`config.mk`:
```
export PLATFORM = sky130hd
export DESIGN_NAME = pwr_cfg_seq_flat
export DESIGN_NICKNAME = d
export VERILOG_FILES = /design/src/rtl/pwr_cfg_seq_if.sv /design/src/rtl/pwr_cfg_seq.sv /design/src/flat_wrapper.sv
export SDC_FILE = /design/constraint.sdc
export NUM_CORES = 1
export LEC_CHECK = 0
export CORE_UTILIZATION = 47
export DETAILED_ROUTE_END_ITERATION = 10
export HOLD_SLACK_MARGIN = 0.12
export PLACE_DENSITY = 0.77
export SYNTH_ARGS = -nofsm -noshare
export SYNTH_HDL_FRONTEND = slang
export SYNTH_SLANG_ARGS = --single-unit
```
`constraint.sdc`:
```
create_clock -name CLK -period 2.3 [get_ports CLK]
set_input_delay 0.46 -clock CLK [delete_from_list [all_inputs] [get_ports CLK]]
set_output_delay 0.46 -clock CLK [all_outputs]
set_load 0.02 [all_outputs]
```
`src/rtl/pwr_cfg_seq_if.sv`:
```
// Bus bundle between the configuration sequencer and its host/slave side.
// master: sequencer view (START/SPx_IN/MISO in; SSEL/SCK/MOSI/Rw/SCRx/BUSY/DONE/ERR/RDATA out).
interface pwr_cfg_seq_if;
    logic        START;
    logic [15:0] SP0_IN;
    logic [15:0] SP1_IN;
    logic [15:0] SP2_IN;
    logic        MISO;
    logic        SSEL;
    logic        SCK;
    logic        MOSI;
    logic        Rw;
    logic        SCR1;
    logic        SCR2;
    logic        BUSY;
    logic        DONE;
    logic        ERR;
    logic [15:0] RDATA;

    modport master (
        input  START, SP0_IN, SP1_IN, SP2_IN, MISO,
        output SSEL, SCK, MOSI, Rw, SCR1, SCR2,
        output BUSY, DONE, ERR, RDATA
    );

    modport slave (
        output START, SP0_IN, SP1_IN, SP2_IN, MISO,
        input  SSEL, SCK, MOSI, Rw, SCR1, SCR2,
        input  BUSY, DONE, ERR, RDATA
    );
endinterface

```
`src/rtl/pwr_cfg_seq.sv`:
```
// Power-unit configuration sequencer: on START writes three setpoint words
// over a serial frame link (SSEL/SCK/MOSI, MSB first) with per-frame Rw/SCR1/SCR2.
// Ports: CLK, RSTn (async active-low), bus (pwr_cfg_seq_if.master).
// Params: CLK_DIV = SCK half-period in CLK cycles, GAP = SSEL-high cycles per frame.
// Macro PWR_CFG_READBACK_EN adds a fourth read frame; MISO -> RDATA, ERR on SP0 mismatch.
module pwr_cfg_seq #(
    parameter int CLK_DIV = 4,
    parameter int GAP     = 8
) (
    input logic             CLK,
    input logic             RSTn,
    pwr_cfg_seq_if.master   bus
);

    typedef enum logic [2:0] {
        ST_IDLE, ST_SETUP, ST_SHIFT, ST_GAP, ST_FIN
    } state_t;

    localparam logic [7:0] DIV_END = 8'(CLK_DIV - 1);
    localparam logic [7:0] GAP_END = 8'(GAP - 1);
`ifdef PWR_CFG_READBACK_EN
    localparam logic [1:0] LAST = 2'd3;
`else
    localparam logic [1:0] LAST = 2'd2;
`endif

    state_t      state, state_n;
    logic [7:0]  cnt, cnt_n;
    logic [4:0]  bits, bits_n;
    logic        hi, hi_n;
    logic [1:0]  frame, frame_n;
    logic [15:0] sh, sh_n;
    logic [15:0] sp1, sp2;
    logic        load;
    logic        in_frame;
    logic        ssel_low;
    logic        rw, scr1, scr2;

    always_ff @(posedge CLK or negedge RSTn) begin
        if (!RSTn) begin
            state <= ST_IDLE;
            cnt   <= '0;
            bits  <= '0;
            hi    <= 1'b0;
            frame <= '0;
            sh    <= '0;
            sp1   <= '0;
            sp2   <= '0;
        end else begin
            state <= state_n;
            cnt   <= cnt_n;
            bits  <= bits_n;
            hi    <= hi_n;
            frame <= frame_n;
            sh    <= sh_n;
            if (load) begin
                sp1 <= bus.SP1_IN;
                sp2 <= bus.SP2_IN;
            end
        end
    end

    always_comb begin
        state_n = state;
        cnt_n   = cnt;
        bits_n  = bits;
        hi_n    = hi;
        frame_n = frame;
        sh_n    = sh;
        load    = 1'b0;
        unique case (state)
            ST_IDLE: begin
                if (bus.START) begin
                    state_n = ST_SETUP;
                    cnt_n   = '0;
                    frame_n = '0;
                    sh_n    = bus.SP0_IN;
                    load    = 1'b1;
                end
            end
            ST_SETUP: begin
                if (cnt == DIV_END) begin
                    state_n = ST_SHIFT;
                    cnt_n   = '0;
                    hi_n    = 1'b1;
                    bits_n  = '0;
                end else begin
                    cnt_n = cnt + 8'd1;
                end
            end
            ST_SHIFT: begin
                if (cnt != DIV_END) begin
                    cnt_n = cnt + 8'd1;
                end else begin
                    cnt_n = '0;
                    if (hi) begin
                        // falling SCK: present next bit, zero-fill
                        hi_n   = 1'b0;
                        sh_n   = {sh[14:0], 1'b0};
                        bits_n = bits + 5'd1;
                    end else if (bits == 5'd16) begin
                        state_n = ST_GAP;
                    end else begin
                        hi_n = 1'b1;
                    end
                end
            end
            ST_GAP: begin
                if (cnt != GAP_END) begin
                    cnt_n = cnt + 8'd1;
                end else begin
                    cnt_n = '0;
                    if (frame == LAST) begin
                        state_n = ST_FIN;
                    end else begin
                        state_n = ST_SETUP;
                        frame_n = frame + 2'd1;
                        unique case (frame)
                            2'd0:    sh_n = sp1;
                            2'd1:    sh_n = sp2;
                            default: sh_n = '0;
                        endcase
                    end
                end
            end
            ST_FIN: begin
                state_n = ST_IDLE;
            end
            default: begin
                state_n = ST_IDLE;
            end
        endcase
    end

    // Frame select lines come from the frame index, which only moves at the
    // end of GAP, so they stay put for the whole SETUP..GAP span.
    always_comb begin
        rw   = 1'b1;
        scr1 = 1'b0;
        scr2 = 1'b0;
        if (in_frame) begin
            unique case (frame)
                2'd0: rw = 1'b0;
                2'd1: begin
                    rw   = 1'b0;
                    scr1 = 1'b1;
                    scr2 = 1'b1;
                end
                2'd2: begin
                    rw   = 1'b0;
                    scr1 = 1'b1;
                end
                default: rw = 1'b1;
            endcase
        end
    end

    assign ssel_low = (state == ST_SETUP) || (state == ST_SHIFT);
    assign in_frame = ssel_low || (state == ST_GAP);

    assign bus.SSEL = !ssel_low;
    assign bus.SCK  = (state == ST_SHIFT) && hi;
    assign bus.MOSI = ssel_low && sh[15];
    assign bus.Rw   = rw;
    assign bus.SCR1 = scr1;
    assign bus.SCR2 = scr2;
    assign bus.BUSY = in_frame;
    assign bus.DONE = (state == ST_FIN);

`ifdef PWR_CFG_READBACK_EN
    logic [15:0] sp0, rx, rdata;
    logic        err;
    logic        sck_rise, ssel_rise;

    // MISO is taken on the same edge that raises SCK.
    assign sck_rise =
        ((state == ST_SETUP) && (cnt == DIV_END)) ||
        ((state == ST_SHIFT) && !hi && (cnt == DIV_END) &&
         (bits != 5'd16));
    assign ssel_rise =
        (state == ST_SHIFT) && !hi && (cnt == DIV_END) &&
        (bits == 5'd16);

    always_ff @(posedge CLK or negedge RSTn) begin
        if (!RSTn) begin
            sp0   <= '0;
            rx    <= '0;
            rdata <= '0;
            err   <= 1'b0;
        end else begin
            if (load) begin
                sp0 <= bus.SP0_IN;
                err <= 1'b0;
            end
            if (sck_rise) begin
                rx <= {rx[14:0], bus.MISO};
            end
            if (ssel_rise && (frame == LAST)) begin
                rdata <= rx;
                err   <= (rx != sp0);
            end
        end
    end

    assign bus.ERR   = err;
    assign bus.RDATA = rdata;
`else
    logic unused_miso;

    assign unused_miso = bus.MISO;
    assign bus.ERR     = 1'b0;
    assign bus.RDATA   = '0;
`endif

endmodule

```
`src/flat_wrapper.sv`:
```
// flat-port wrapper written by rule: the top's interface ports become plain ports
module pwr_cfg_seq_flat 
#(
    parameter int CLK_DIV = 4,
    parameter int GAP     = 8
)
  (CLK, RSTn, bus_START, bus_SP0_IN, bus_SP1_IN, bus_SP2_IN, bus_MISO, bus_SSEL, bus_SCK, bus_MOSI, bus_Rw, bus_SCR1, bus_SCR2, bus_BUSY, bus_DONE, bus_ERR, bus_RDATA);
  pwr_cfg_seq_if bus_i ();
  input logic CLK;
  input logic RSTn;
  input wire logic [$bits(bus_i.START)-1:0] bus_START;
  input wire logic [$bits(bus_i.SP0_IN)-1:0] bus_SP0_IN;
  input wire logic [$bits(bus_i.SP1_IN)-1:0] bus_SP1_IN;
  input wire logic [$bits(bus_i.SP2_IN)-1:0] bus_SP2_IN;
  input wire logic [$bits(bus_i.MISO)-1:0] bus_MISO;
  output wire logic [$bits(bus_i.SSEL)-1:0] bus_SSEL;
  output wire logic [$bits(bus_i.SCK)-1:0] bus_SCK;
  output wire logic [$bits(bus_i.MOSI)-1:0] bus_MOSI;
  output wire logic [$bits(bus_i.Rw)-1:0] bus_Rw;
  output wire logic [$bits(bus_i.SCR1)-1:0] bus_SCR1;
  output wire logic [$bits(bus_i.SCR2)-1:0] bus_SCR2;
  output wire logic [$bits(bus_i.BUSY)-1:0] bus_BUSY;
  output wire logic [$bits(bus_i.DONE)-1:0] bus_DONE;
  output wire logic [$bits(bus_i.ERR)-1:0] bus_ERR;
  output wire logic [$bits(bus_i.RDATA)-1:0] bus_RDATA;
  assign bus_i.START = bus_START;
  assign bus_i.SP0_IN = bus_SP0_IN;
  assign bus_i.SP1_IN = bus_SP1_IN;
  assign bus_i.SP2_IN = bus_SP2_IN;
  assign bus_i.MISO = bus_MISO;
  assign bus_SSEL = bus_i.SSEL;
  assign bus_SCK = bus_i.SCK;
  assign bus_MOSI = bus_i.MOSI;
  assign bus_Rw = bus_i.Rw;
  assign bus_SCR1 = bus_i.SCR1;
  assign bus_SCR2 = bus_i.SCR2;
  assign bus_BUSY = bus_i.BUSY;
  assign bus_DONE = bus_i.DONE;
  assign bus_ERR = bus_i.ERR;
  assign bus_RDATA = bus_i.RDATA;
  pwr_cfg_seq #(.CLK_DIV(CLK_DIV), .GAP(GAP)) u_core (.CLK(CLK), .RSTn(RSTn), .bus(bus_i));
endmodule
```
---- Word level (Yosys, flattened, before mapping) ----
Index checks and enable logic that the tools add are counted.
storage, ports and cells
  flip-flop bits (word level) ............. 67
  input port bits ......................... 52
  output and inout bits ................... 25
  word-level logic and storage cells ...... 89
operators by class
  add/subtract/negate cells ............... 3
  equality and inequality tests ........... 18
  mux-type cells .......................... 41
  reduce and logical (&&, ||, !) cells .... 19
operators with widths
  operator                                               count
  2-to-1 mux 16 bit                                      5
  one-hot mux 16 bit (3 select lines)                    1
  2-to-1 mux 8 bit                                       4
  one-hot mux 16 bit (2 select lines)                    1
  one-hot mux 8 bit (4 select lines)                     1
  2-to-1 mux 3 bit                                       7
  2-to-1 mux 5 bit                                       3
  2-to-1 mux 1 bit                                       12
  one-hot mux 3 bit (4 select lines)                     1
  AND reduction 6 bit                                    2
  inequality test 2 bit, second input constant           5
  one-hot mux 5 bit (2 select lines)                     1
  adder 8 x 1 -> 8 bit, second input constant            1
  == test 8 x 2 -> 1 bit, second input constant          1
  inequality test 8 x 2 -> 1 bit, second input constant  1
  inequality test 8 x 3 -> 1 bit, second input constant  1
  AND reduction 4 bit                                    2
  == test 3 x 2 -> 1 bit, second input constant          2
  2-to-1 mux 2 bit                                       3
  inequality test 2 x 1 -> 1 bit, second input constant  3
  adder 5 x 1 -> 5 bit, second input constant            1
  == test 5 bit, second input constant                   1
  one-hot mux 2 bit (2 select lines)                     1
  nonzero test 2 bit                                     2
  17 further kinds                                       19

---- Logic depth before layout (Yosys ltp) ----
  depth after elaboration ................. 5
  gate-level depth with buffers ........... 8
  gate-level depth less buffers ........... 6

---- Worst setup path after synthesis ----
No wires, ideal clock.
  kind .................................... register to output
  start point ............................. register u_core.state[0]
  end point ............................... output port bus_MOSI
  arrival ................................. 1799 ps
  data required time ...................... 1840 ps
  slack ................................... 41 ps
  cell stages (with the launch flop) ...... 6
  buffers on the path ..................... 2
  cell sequence ........................... dfrtp_1 -> clkbuf_1 -> buf_1 -> nor2b_1 -> o21ai_0 -> nor2_1
on the way
  word-level cells in the longest chain between the ends .. 3
  elaborated cells on any way between the ends .. 4
  those cells by class .................... eq/ne: 2; reduce/logical: 2
RTL lines
  what                                                              line                RTL
  from (decl)                                                       pwr_cfg_seq.sv:27   state_t state, state_n;
  from (signal assigned)                                            pwr_cfg_seq.sv:50   state <= state_n;
  == test 3 x 1 -> 1 bit or == test 3 x 2 -> 1 bit (tied branches)  pwr_cfg_seq.sv:158  assign ssel_low = (state == ST_SETUP) || (state == ST_SHIFT);
  logical OR 1 bit (*)                                              pwr_cfg_seq.sv:158
  logical AND 1 bit (*)                                             pwr_cfg_seq.sv:163  assign bus.MOSI = ssel_low && sh[15];
  to (decl)                                                         flat_wrapper.sv:18  output wire logic [$bits(bus_i.MOSI)-1:0] bus_MOSI;
Every way passes the cells marked *; elsewhere a longest branch is shown, timed or not.

---- Worst setup path in the final report ----
  start point ............................. register u_core.cnt[0]
  end point ............................... register u_core.sh[4]
on the way
  word-level cells in the longest chain between the ends .. 3
  elaborated cells on any way between the ends .. 5
  those cells by class .................... eq/ne: 4; reduce/logical: 1
RTL lines
  what                                                                              line                                   RTL
  from (decl)                                                                       pwr_cfg_seq.sv:28                      logic [7:0] cnt, cnt_n;
  from (signal assigned)                                                            pwr_cfg_seq.sv:51                      cnt <= cnt_n;
  inequality test 8 x 2 -> 1 bit or inequality test 8 x 3 -> 1 bit (tied branches)  pwr_cfg_seq.sv:92, pwr_cfg_seq.sv:109
  inequality test 2 bit (no line)                                                   n/a
  AND reduction 6 bit (no line) (*)                                                 n/a
  to (signal assigned)                                                              pwr_cfg_seq.sv:55                      sh <= sh_n;
  to (decl)                                                                         pwr_cfg_seq.sv:32                      logic [15:0] sh, sh_n;
Marks and branches as above.
A chain may end at the register's enable or synchronous reset.

==> impl_metrics.yaml <==
floorplan:
  coreArea_um2: 7687
  die_w_um: 91.01
  core.rowCount: 32
  start_util_pct: 48.44
  num_io_pins: 77
  dieHeight_um: 91.01
  die-area_um2: 8283
clock_tree:
  clk-insertion-delay-late_ns: 0.34
  clock-sinks: 67
  post_cts_buffers: 0
  htree_levels: 3
  root_buffer: "clkbuf_8"
  cts-buffers-inserted: 9
  clockBufferDepth: 2
  cts_tree: "done"
  path_clk_slew_ns: 0.08
place:
  post-place-ws_ns: 0.1596
  place_inst: 520
  io_buffers: 58
  gp_congestion: 0.8719
  dp_hpwl_um: 5612
  placed_cell_area_um2: 4425
synth:
  synth_edf_count: 0
  synth_top_family_by_area: "compound AO/OA/AOI/OAI gates"
  ys_ff_latch: 67
  yosysSeqAreaShare_pct: 45.03
  synth_simple_gate_area_share_pct: 12.26
  yosys_warnings: 0
  synth_fa_ha_area_share_pct: 2.352
  synth-compound-area-share_pct: 16.43
  syn_inst: 364
  synth.distinct_cells: 52
  synthArstFlopShare_pct: 100.0
  synthMuxAreaShare_pct: 14.42
  syn_area_um2: 3724
  synth.avg_cell_area_um2: 10.23
  synthXorXnorAreaFrac_pct: 0
  synth-main-ff-cell: "dfrtp_1"
setup_path:
  crit_arrival_ns: 2.43
  start_kind: "flop"
  cp.buffers_inverters: 2
  crit_fanout: 7
  critPathSlowestCell: "a2111oi_4"
  cp.depth: 7
  path_cells: "ha_1 > nor3b_1 > buf_4 > nand3_2 > a2111oi_4 > buf_4 > mux2i_1"
  endpoint_kind: "flop"
  r2r-end: "u_core.sh[4]"
  reg2reg_depth: 7
  critPathMostFrequentCell: "buf_4"
  crit_required_ns: 2.56
  cp_top_family: "compound AO/OA/AOI/OAI gates"
  r2r_start: "u_core.cnt[0]"
  rrSetupSlack_ns: 0.12
  crit_end: "u_core.sh[4]"
  max_stage_delay_ns: 0.44
  criticalPathCategory: "flop to flop"
  crit_path_start: "u_core.cnt[0]"
power_and_ir_drop:
  p_leak_nw: 1.994
  p_per_area_nw_per_um2: 1287
  peakVddDrop_uv: 778.8
  p_total_mw: 5.932
timing:
  skew_ns: 0.008056
  setup_violations: 0
  setup_ws_ns: 0.1231
  fmax_mhz: 459.4
  relSlewSlack_pct: 56.43
  min_period_ns: 2.177
  rsz0062_at_grt: "false"
  post-route-period-util_pct: 94.65
  fin_tns_setup_ns: 0
  hold_ws_ns: 0.1166
  slew_viol_final: 0
  hold_violations: 0
  worst_slew_pin_slew_ns: 0.6536
final_layout:
  fin_area_um2: 4611
  fin_cells: 536
  layout.nets: 488
  drive_gt1_share_pct: 19.12
  finish.utilization_pct: 59.98
  synthToLayoutAreaGrowth_pct: 23.82
  antenna_cells: 0
routing:
  drt_drc_violations_left: 0
  viasPerCell: 5.498
  drtPass1Iterations: 4
  drtIter0Drc: 263
  ant_nets: 0
  vias: 2947
  wire_per_inst_um: 15.11
  routed_wl_um: 8099
grt:
  grt_max_degree: 68
  track_usage_pct: 21.26
  grt_overflow: 0
  grt_pass1_wl_um: 13860
  antenna_found_initial: 0
  first_global_vias: 2949
job:
  maxCapViolCount: 0
worst_hold_path:
  hold_class: "input pin to asynchronous set/reset pin"
run_status:
  outcome: "finished, final reports clean"
==> cell usage in the layout (no fill, tap or decap), drive strengths merged, types with 3 or more instances in the layout <==
cell type	count
a211oi	17
a21oi	23
a22o	3
a22oi	16
a31oi	4
and2	4
buf	22
clkbuf	10
clkdlybuf4s50	50
clkinv	4
clkinvlp	3
conb	17
dfrtp	67
dlygate4sd2	5
ha	7
inv	25
mux2	34
mux2i	15
nand2	17
nand3	5
nand4	5
nor2	22
nor3	8
o211ai	5
o21ai	11
o31ai	3
or4	3
==> cell type report <==
class / count / area [um2]
fillers: 603 / 3077
multi-input cells: 246 / 1770
flip-flops and latches: 67 / 1679
repair buffers: 79 / 757.0
clock buffers: 10 / 137.6
well taps: 102 / 127.6
inverters: 26 / 97.59
clock inverters: 6 / 41.29
==> logic make-up (layout without fill, tap and decap cells) <==
logic type | after synthesis | after routing
compound gates | 90 | 90
fa+ha+maj | 7 | 7
buf+inv | 67 | 121
flops | 67 | 67
mux | 49 | 49
other cells | 1 | 17
simple gates | 83 | 83
==> metal layers <==
metal / vias to the layer above / share of wire (%) / track usage (%) / wire [um]
met1: 1421 / 43 / 27.09 / 3503
met3: 17 / 5.2 / 5.360 / 420
met5: - / 0 / 0 / 0
met4: 0 / 1.8 / 8.862 / 148
li1: 1404 / - / - / -
met2: 105 / 50 / 34.47 / 4027
==> registers in the layout (all words and copies together), names as in the netlist <==
| name | count |
|---|---|
| u_core.sp2 | 16 |
| u_core.cnt | 8 |
| u_core.state | 3 |
| u_core.frame | 2 |
| u_core.sp1 | 16 |
| u_core.bits | 5 |
| u_core.hi | 1 |
| u_core.sh | 16 |
==> synth_stat cells (2+ instances only) <==
cell	instances	area share, %
dfrtp_1	67	45
mux2_2	33	10
inv_1	25	2.5
a21oi_1	23	3.1
nor2_1	22	2.2
a211oi_1	17	3.4
buf_4	17	3.4
nand2_1	17	1.7
a22oi_1	16	3.2
clkbuf_1	16	1.6
mux2i_1	15	4.0
o21ai_0	11	1.5
nor3_1	8	1.1
ha_1	7	2.4
nand4_1	5	0.84
o211ai_1	5	1.0
a31oi_1	4	0.67
nand3_1	4	0.54
a22o_1	3	0.71
and2_1	3	0.50
o31ai_1	3	0.60
or4_1	3	0.60
and3_1	2	0.34
and3b_1	2	0.47
buf_1	2	0.20
clkbuf_2	2	0.27
clkbuf_8	2	0.74
nand2b_1	2	0.34
nor2b_1	2	0.34
nor3b_1	2	0.40
o22ai_1	2	0.34
or3_1	2	0.34
==> power breakdown <==
group	internal [mW]	total, mW	leakage (nW)	switching, mW
Sequential	1.73	2.08	0.814	0.359
Clock	0.418	0.887	0.0843	0.469
Combinational	1.41	2.96	1.10	1.55
Total	3.55	5.93	1.99	2.38
==> worst min path at each step <==
stage / start / end / slack (ns) / cells after the start
2_1_floorplan: RSTn / u_core.bits[0] / 0.16 / 0
3_3_place_gp: u_core.sp1[10] / u_core.sp1[10] / 0.49 / 1
3_5_place_dp: RSTn / u_core.sp2[11] / 0.50 / 2
4_1_cts: RSTn / u_core.sp2[11] / 0.13 / 2
5_1_grt: RSTn / u_core.sp2[11] / 0.14 / 2
6_report: RSTn / u_core.sp2[11] / 0.12 / 2
==> repair_timing <==
action | in CTS | in global routing
hold buffers | 0 | 0
endpoints found under the setup margin | 6 | 2
resized for setup | 9 | 2
Note: power is estimated with default switching activity, not from simulation.
